**src/rtl/ms_timer_pkg.sv**
```systemverilog
// Shared definitions for the millisecond timer scheduler: command encodings,
// sweep FSM states and default widths.
package ms_timer_pkg;

  localparam int DEF_NUM_CH = 4;
  localparam int DEF_CNT_W  = 16;
  localparam int DEF_CH_W   = 2;

  localparam logic [1:0] OP_START     = 2'b00;
  localparam logic [1:0] OP_STOP      = 2'b01;
  localparam logic [1:0] OP_START_PER = 2'b10;
  localparam logic [1:0] OP_NOP       = 2'b11;

  typedef enum logic {
    IDLE  = 1'b0,
    SWEEP = 1'b1
  } sweep_state_t;

endpackage

```
**src/rtl/ms_timer_scheduler.sv**
```systemverilog
// NUM_CH countdown timers sharing one decrementer, swept once per 1 ms tick.
// Optional periodic reload is enabled by defining MS_TIMER_AUTO_RELOAD_EN.
module ms_timer_scheduler #(
  parameter int NUM_CH = 4,
  parameter int CNT_W  = 16,
  parameter int CH_W   = 2
) (
  input  logic              clk,
  input  logic              reset,
  input  logic              tick_1ms,
  input  logic              cmd_valid,
  output logic              cmd_ready,
  input  logic [CH_W-1:0]   cmd_ch,
  input  logic [1:0]        cmd_op,
  input  logic [CNT_W-1:0]  cmd_value,
  output logic [NUM_CH-1:0] active,
  output logic [NUM_CH-1:0] expire,
  output logic              overrun
);
  import ms_timer_pkg::*;

  localparam logic [CH_W-1:0] LAST_IDX = CH_W'(NUM_CH - 1);

  sweep_state_t      state, state_nxt;
  logic [CH_W-1:0]   idx, idx_nxt;
  logic              tick_pending;
  logic [CNT_W-1:0]  cnt [NUM_CH];
  logic              cmd_fire;

`ifdef MS_TIMER_AUTO_RELOAD_EN
  logic [CNT_W-1:0]  reload [NUM_CH];
  logic [NUM_CH-1:0] periodic;
`endif

  assign cmd_ready = (state == IDLE) && !reset;
  assign cmd_fire  = cmd_valid && (state == IDLE);

  always_ff @(posedge clk) begin
    if (reset) begin
      state <= IDLE;
      idx   <= '0;
    end else begin
      state <= state_nxt;
      idx   <= idx_nxt;
    end
  end

  always_comb begin
    state_nxt = state;
    idx_nxt   = idx;
    case (state)
      IDLE: begin
        if (tick_1ms || tick_pending) begin
          state_nxt = SWEEP;
          idx_nxt   = '0;
        end
      end
      SWEEP: begin
        if (idx == LAST_IDX) begin
          state_nxt = IDLE;
        end else begin
          idx_nxt = idx + CH_W'(1);
        end
      end
      default: state_nxt = IDLE;
    endcase
  end

  // Commands are only accepted in IDLE and the sweep only runs in SWEEP, so
  // the two never write the same counter in one cycle.
  always_ff @(posedge clk) begin
    if (reset) begin
      tick_pending <= 1'b0;
      overrun      <= 1'b0;
      active       <= '0;
      expire       <= '0;
      for (int i = 0; i < NUM_CH; i++) begin
        cnt[i] <= '0;
      end
`ifdef MS_TIMER_AUTO_RELOAD_EN
      periodic <= '0;
      for (int i = 0; i < NUM_CH; i++) begin
        reload[i] <= '0;
      end
`endif
    end else begin
      expire <= '0;
      if (state == IDLE) begin
        if (tick_1ms || tick_pending) begin
          tick_pending <= 1'b0;
        end
        if (cmd_fire) begin
          case (cmd_op)
            OP_START, OP_START_PER: begin
              if (cmd_value != '0) begin
                cnt[cmd_ch]    <= cmd_value;
                active[cmd_ch] <= 1'b1;
              end else begin
                cnt[cmd_ch]    <= '0;
                active[cmd_ch] <= 1'b0;
                expire[cmd_ch] <= 1'b1;
              end
`ifdef MS_TIMER_AUTO_RELOAD_EN
              periodic[cmd_ch] <= (cmd_op == OP_START_PER) && (cmd_value != '0);
              if (cmd_op == OP_START_PER) begin
                reload[cmd_ch] <= cmd_value;
              end
`endif
            end
            OP_STOP: begin
              active[cmd_ch] <= 1'b0;
`ifdef MS_TIMER_AUTO_RELOAD_EN
              periodic[cmd_ch] <= 1'b0;
`endif
            end
            default: ;
          endcase
        end
      end else begin
        if (tick_1ms) begin
          if (tick_pending) begin
            overrun <= 1'b1;
          end else begin
            tick_pending <= 1'b1;
          end
        end
        if (active[idx] && (cnt[idx] != '0)) begin
          if (cnt[idx] == CNT_W'(1)) begin
            expire[idx] <= 1'b1;
`ifdef MS_TIMER_AUTO_RELOAD_EN
            if (periodic[idx]) begin
              cnt[idx] <= reload[idx];
            end else begin
              cnt[idx]    <= '0;
              active[idx] <= 1'b0;
            end
`else
            cnt[idx]    <= '0;
            active[idx] <= 1'b0;
`endif
          end else begin
            cnt[idx] <= cnt[idx] - CNT_W'(1);
          end
        end
      end
    end
  end

endmodule

```
**config.mk**
```make
export PLATFORM = sky130hd
export DESIGN_NAME = ms_timer_scheduler
export DESIGN_NICKNAME = d
export VERILOG_FILES = /design/src/rtl/ms_timer_pkg.sv /design/src/rtl/ms_timer_scheduler.sv
export SDC_FILE = /design/constraint.sdc
export NUM_CORES = 1
export LEC_CHECK = 0
export ABC_AREA = 1
export ABC_CLOCK_PERIOD_IN_PS = 3300
export BUFFER_PORTS_ARGS = -buffer_cell sky130_fd_sc_hd__buf_4
export CAP_MARGIN = 25
export CORE_MARGIN = 3
export CORE_UTILIZATION = 47
export CTS_CLUSTER_SIZE = 30
export DETAILED_ROUTE_END_ITERATION = 12
export PLACE_DENSITY = 0.7
export SLEW_MARGIN = 10
export SYNTH_ARGS = -nofsm -noshare
export SYNTH_HDL_FRONTEND = slang
export SYNTH_SLANG_ARGS = --single-unit
```
**constraint.sdc**
```tcl
create_clock -name clk -period 3.3 [get_ports clk]
set_input_delay 0.66 -clock clk [delete_from_list [all_inputs] [get_ports clk]]
set_output_delay 0.66 -clock clk [all_outputs]
set_load 0.02 [all_outputs]
```
==> flow_summary_export.csv <==
group,metric,value,unit
outcome,outcome,"finished clean",
worst_setup_path,worstPathRequired,3.36,ns
detailed_routing,routedWlPerCell,15.3,um
sta,fin_setup_tns,0,ns
worst_hold_path,hold_depth,1,
place,dpl.hpwl,7450,um
synthesis,synth_xor_area_share,2.48,%
synthesis,synth.area.mux_share,0,%
clock_tree,cts_tree,"yes",
sta,skew,0.00943,ns
place,dpl_cell_area,4630,um2
global_route,overflow,0,
clock_tree,htreeDepth,3,
detailed_routing,wl,10300,um
worst_setup_path,cp-end-kind,"flip-flop",
power_and_ir_drop,p_sw_share,28.8,%
final_layout,stdcell_count,672,
worst_setup_path,slowest_delay,0.39,ns
detailed_routing,vias,3517,
floorplan,die_h,101,um
final_layout,diodes,0,
detailed_routing,via_per_inst,5.23,
worst_setup_path,crit_chain,"inv_2 > o211ai_1 > nand2_1 > inv_1 > ha_1 > inv_1 > nor2_1 > nand2_1 > nor2_2 > nor2_4 > nand2_2 > o21bai_2 > nand2_2 > nand2_1 > buf_4",
clock_tree,cts.sinks,79,
worst_setup_path,crit_fanout,31,
detailed_routing,antenna_left,0,
power_and_ir_drop,clockPowerShare,32.2,%
floorplan,die_x,101,um
final_layout,final_cell_area,4820,um2
power_and_ir_drop,p_leak,2.01,nW
power_and_ir_drop,power.density,468,nW/um2
place,gp_congestion,0.903,
global_route,track_usage,20.8,%
power_and_ir_drop,sequentialPowerShare,51.3,%
synthesis,synthArstFlopShare,0,%
floorplan,rows,34,
worst_setup_path,critical-path-slowest-cell,"inv_2",
clock_tree,cts.path.max_buffers,2,
power_and_ir_drop,power_switching,651,uW
sta,period_share,89.3,%
synthesis,syn-mean-instance-area,8.19,um2
global_route,grt_max_degree,32,
run,drv_cap,0,
synthesis,yosysSeqAreaShare,52.4,%
synthesis,syn-cell-area,4240,um2
synthesis,synth_warnings,0,
synthesis,synth_nets,549,
synthesis,ys.flop_type,"edfxtp_1",
synthesis,ys_seq_elements,79,
final_layout,fillCellCount,811,
synthesis,synth_compound_area_share,5.81,%
clock_tree,clkTransAtPathRegs,0.09,ns
worst_setup_path,path_class,"flip-flop to flip-flop",
clock_tree,cts_setup_buffers,0,
final_layout,final_util,55.0,%
final_layout,drive_above_1_share,16.1,%
synthesis,syn_inst,518,
sta,setup_viol,0,
sta,grt_setup_unrepaired,"false",
global_route,grt_pass1_vias,3397,
sta,min_period,2.95,ns
worst_setup_path,cpMostUsedCell,"nand2_1",
sta,maxSlewViolCount,0,
clock_tree,holdBufCountCts,0,
power_and_ir_drop,vdd_drop_max,241,uV
global_route,antenna_found_initial,0,
floorplan,die_area,10200,um2
final_layout,area_growth,13.7,%
global_route,grt_pass1_wl,16200,um
sta,relSlewSlack,64.8,%
synthesis,yosys.area_share.simple,30.5,%
sta,fmaxAchievable,340,MHz
power_and_ir_drop,intPower,1.61,mW
worst_setup_path,reg2reg_to,"cnt[1][0]",
sta,hold_viol,0,
detailed_routing,drt_iter0_drc,217,
synthesis,synth_cell_type_count,34,
power_and_ir_drop,combPwrFrac,16.6,%
worst_setup_path,worstPathArrival,3.00,ns
clock_tree,cts_root_buf,"clkbuf_8",
synthesis,synth_edf_count,64,
clock_tree,cts_resized,0,
clock_tree,worstSkewPairLatency,0.36,ns
worst_hold_path,hold_class,"flip-flop to flip-flop",
worst_setup_path,r2r_setup_slack,0.35,ns
final_layout,final_net_count,590,
detailed_routing,drcViolationCount,0,
synthesis,synthAdderAreaFrac,2.06,%
floorplan,num_io_pins,34,
worst_setup_path,worstSetupEndpoint,"cnt[1][0]",
floorplan,core_area,8760,um2
worst_setup_path,worstRegToRegCells,15,
clock_tree,numCtsBuffers,9,
final_layout,regArea,2220,um2
place,placed_cells,656,
worst_setup_path,cp-start-kind,"flip-flop",
place,place_ws,0.374,ns
synthesis,synth_top_family_by_area,"simple AND/OR/NAND/NOR gates",
sta,worst_pin_slew,0.527,ns
place,io_buffer_count,33,
detailed_routing,dr.pass1.iters,5,
floorplan,start_util,48.4,%
final_layout,multi_input_area,1730,um2
sta,timing.final.ws_setup,0.355,ns
[how the worst min path moves through the flow]
stage | from | endpoint | slack [ns]
global route | tick_1ms | tick_pending | 0.50
finish | overrun | overrun | 0.48
detailed placement | overrun | overrun | 0.46
floorplan | tick_pending | tick_pending | 0.44
CTS | overrun | overrun | 0.48
global placement | tick_pending | tick_pending | 0.45
[synthesized netlist by cell type, types with 2 or more instances]
master,number,area (um2)
ha_1,7,87.6
nand3_1,41,205
o211ai_1,2,15.0
nand2_2,5,31.3
nor2_2,10,62.6
clkinv_1,2,7.51
inv_2,10,37.5
dfxtp_1,15,300
xnor2_1,6,52.6
nand2_1,147,552
nor2_1,95,357
buf_4,4,30.0
xor2_1,6,52.6
nor3_1,6,30.0
o21ai_0,9,45.0
nand3b_1,3,22.5
o21ai_1,8,40.0
o21a_1,2,15.0
a21oi_1,10,50.1
buf_2,8,40.0
clkbuf_1,2,7.51
inv_1,41,154
a31oi_1,4,25.0
edfxtp_1,64,1920
o21bai_2,2,22.5
[state kept, by name (all words and copies together) (netlist names), named ones only]
register      flops
expire            4
state             1
idx               2
cnt              64
overrun           1
tick_pending      1
[worst max-delay path, delay by kind of cell (launching register included)]
kind | cells | cell delay [ns]
and+or+nand+nor | 8 | 0.93
buffers and inverters | 4 | 0.81
AOI/OAI and AO/OA | 2 | 0.37
DFF | 1 | 0.32
adders and majority gates | 1 | 0.18
[layout make-up]
class,instances,share of cell area [%]
timing repair buffer,45,7.00
sequential,79,46.1
multi-input combinational,371,35.9
tap,108,2.80
clock buffer,9,2.57
clock inverter,7,1.50
inverter,53,4.12
[power by group through the flow]
stage	clock network [mW]	registers [mW]	logic, mW
6_report	0.726	1.16	0.375
5_1_grt	0.774	1.16	0.416
4_1_cts	0.734	1.16	0.374
3_5_place_dp	0	1.18	0.372
3_3_place_gp	0	1.18	0.367
2_1_floorplan	0	1.18	0.257
[metal layers]
layer | wire (um) | track usage (%) | vias to the layer above | share of wire, %
li1 | - | - | 1755 | -
met1 | 4360 | 26.0 | 1632 | 42
met2 | 5120 | 35.7 | 115 | 50
met3 | 628 | 4.08 | 15 | 6.1
met4 | 171 | 7.77 | 0 | 1.7
met5 | 0 | 0 | - | 0
[kinds of logic (layout without fill, tap and decap cells)]
| family | Yosys count | count (layout) |
|---|---|---|
| compound gates | 41 | 41 |
| xor+xnor | 12 | 12 |
| fa+ha+maj | 7 | 7 |
| buf+inv | 68 | 114 |
| flops | 79 | 79 |
| simple gates | 311 | 311 |
[metrics by stage]
step	hold WS, ns	power [mW]
2_1_floorplan	0.440	1.43
3_3_place_gp	0.449	1.55
4_1_cts	0.481	2.27
5_1_grt	0.504	2.35
3_5_place_dp	0.463	1.55
6_report	0.477	2.26
[cells in the final DEF (no fill, tap or decap), types with 2 or more instances in the layout]
cell type  count
o21a_1         2
clkinv_1       3
nor3_1         6
clkbuf_8       9
clkinv_4       2
nand2_1      147
a31oi_1        4
nor2_1        95
dfxtp_1       15
nand3_1       41
inv_2         10
o21ai_0        9
edfxtp_1      64
o21ai_1        8
nand2_2        5
xor2_1         6
inv_1         41
ha_1           7
o21bai_2       2
xnor2_1        6
buf_4         45
o211ai_1       2
nor2_2        10
nand3b_1       3
a21oi_1       10
(Power assumes the default switching activity.)
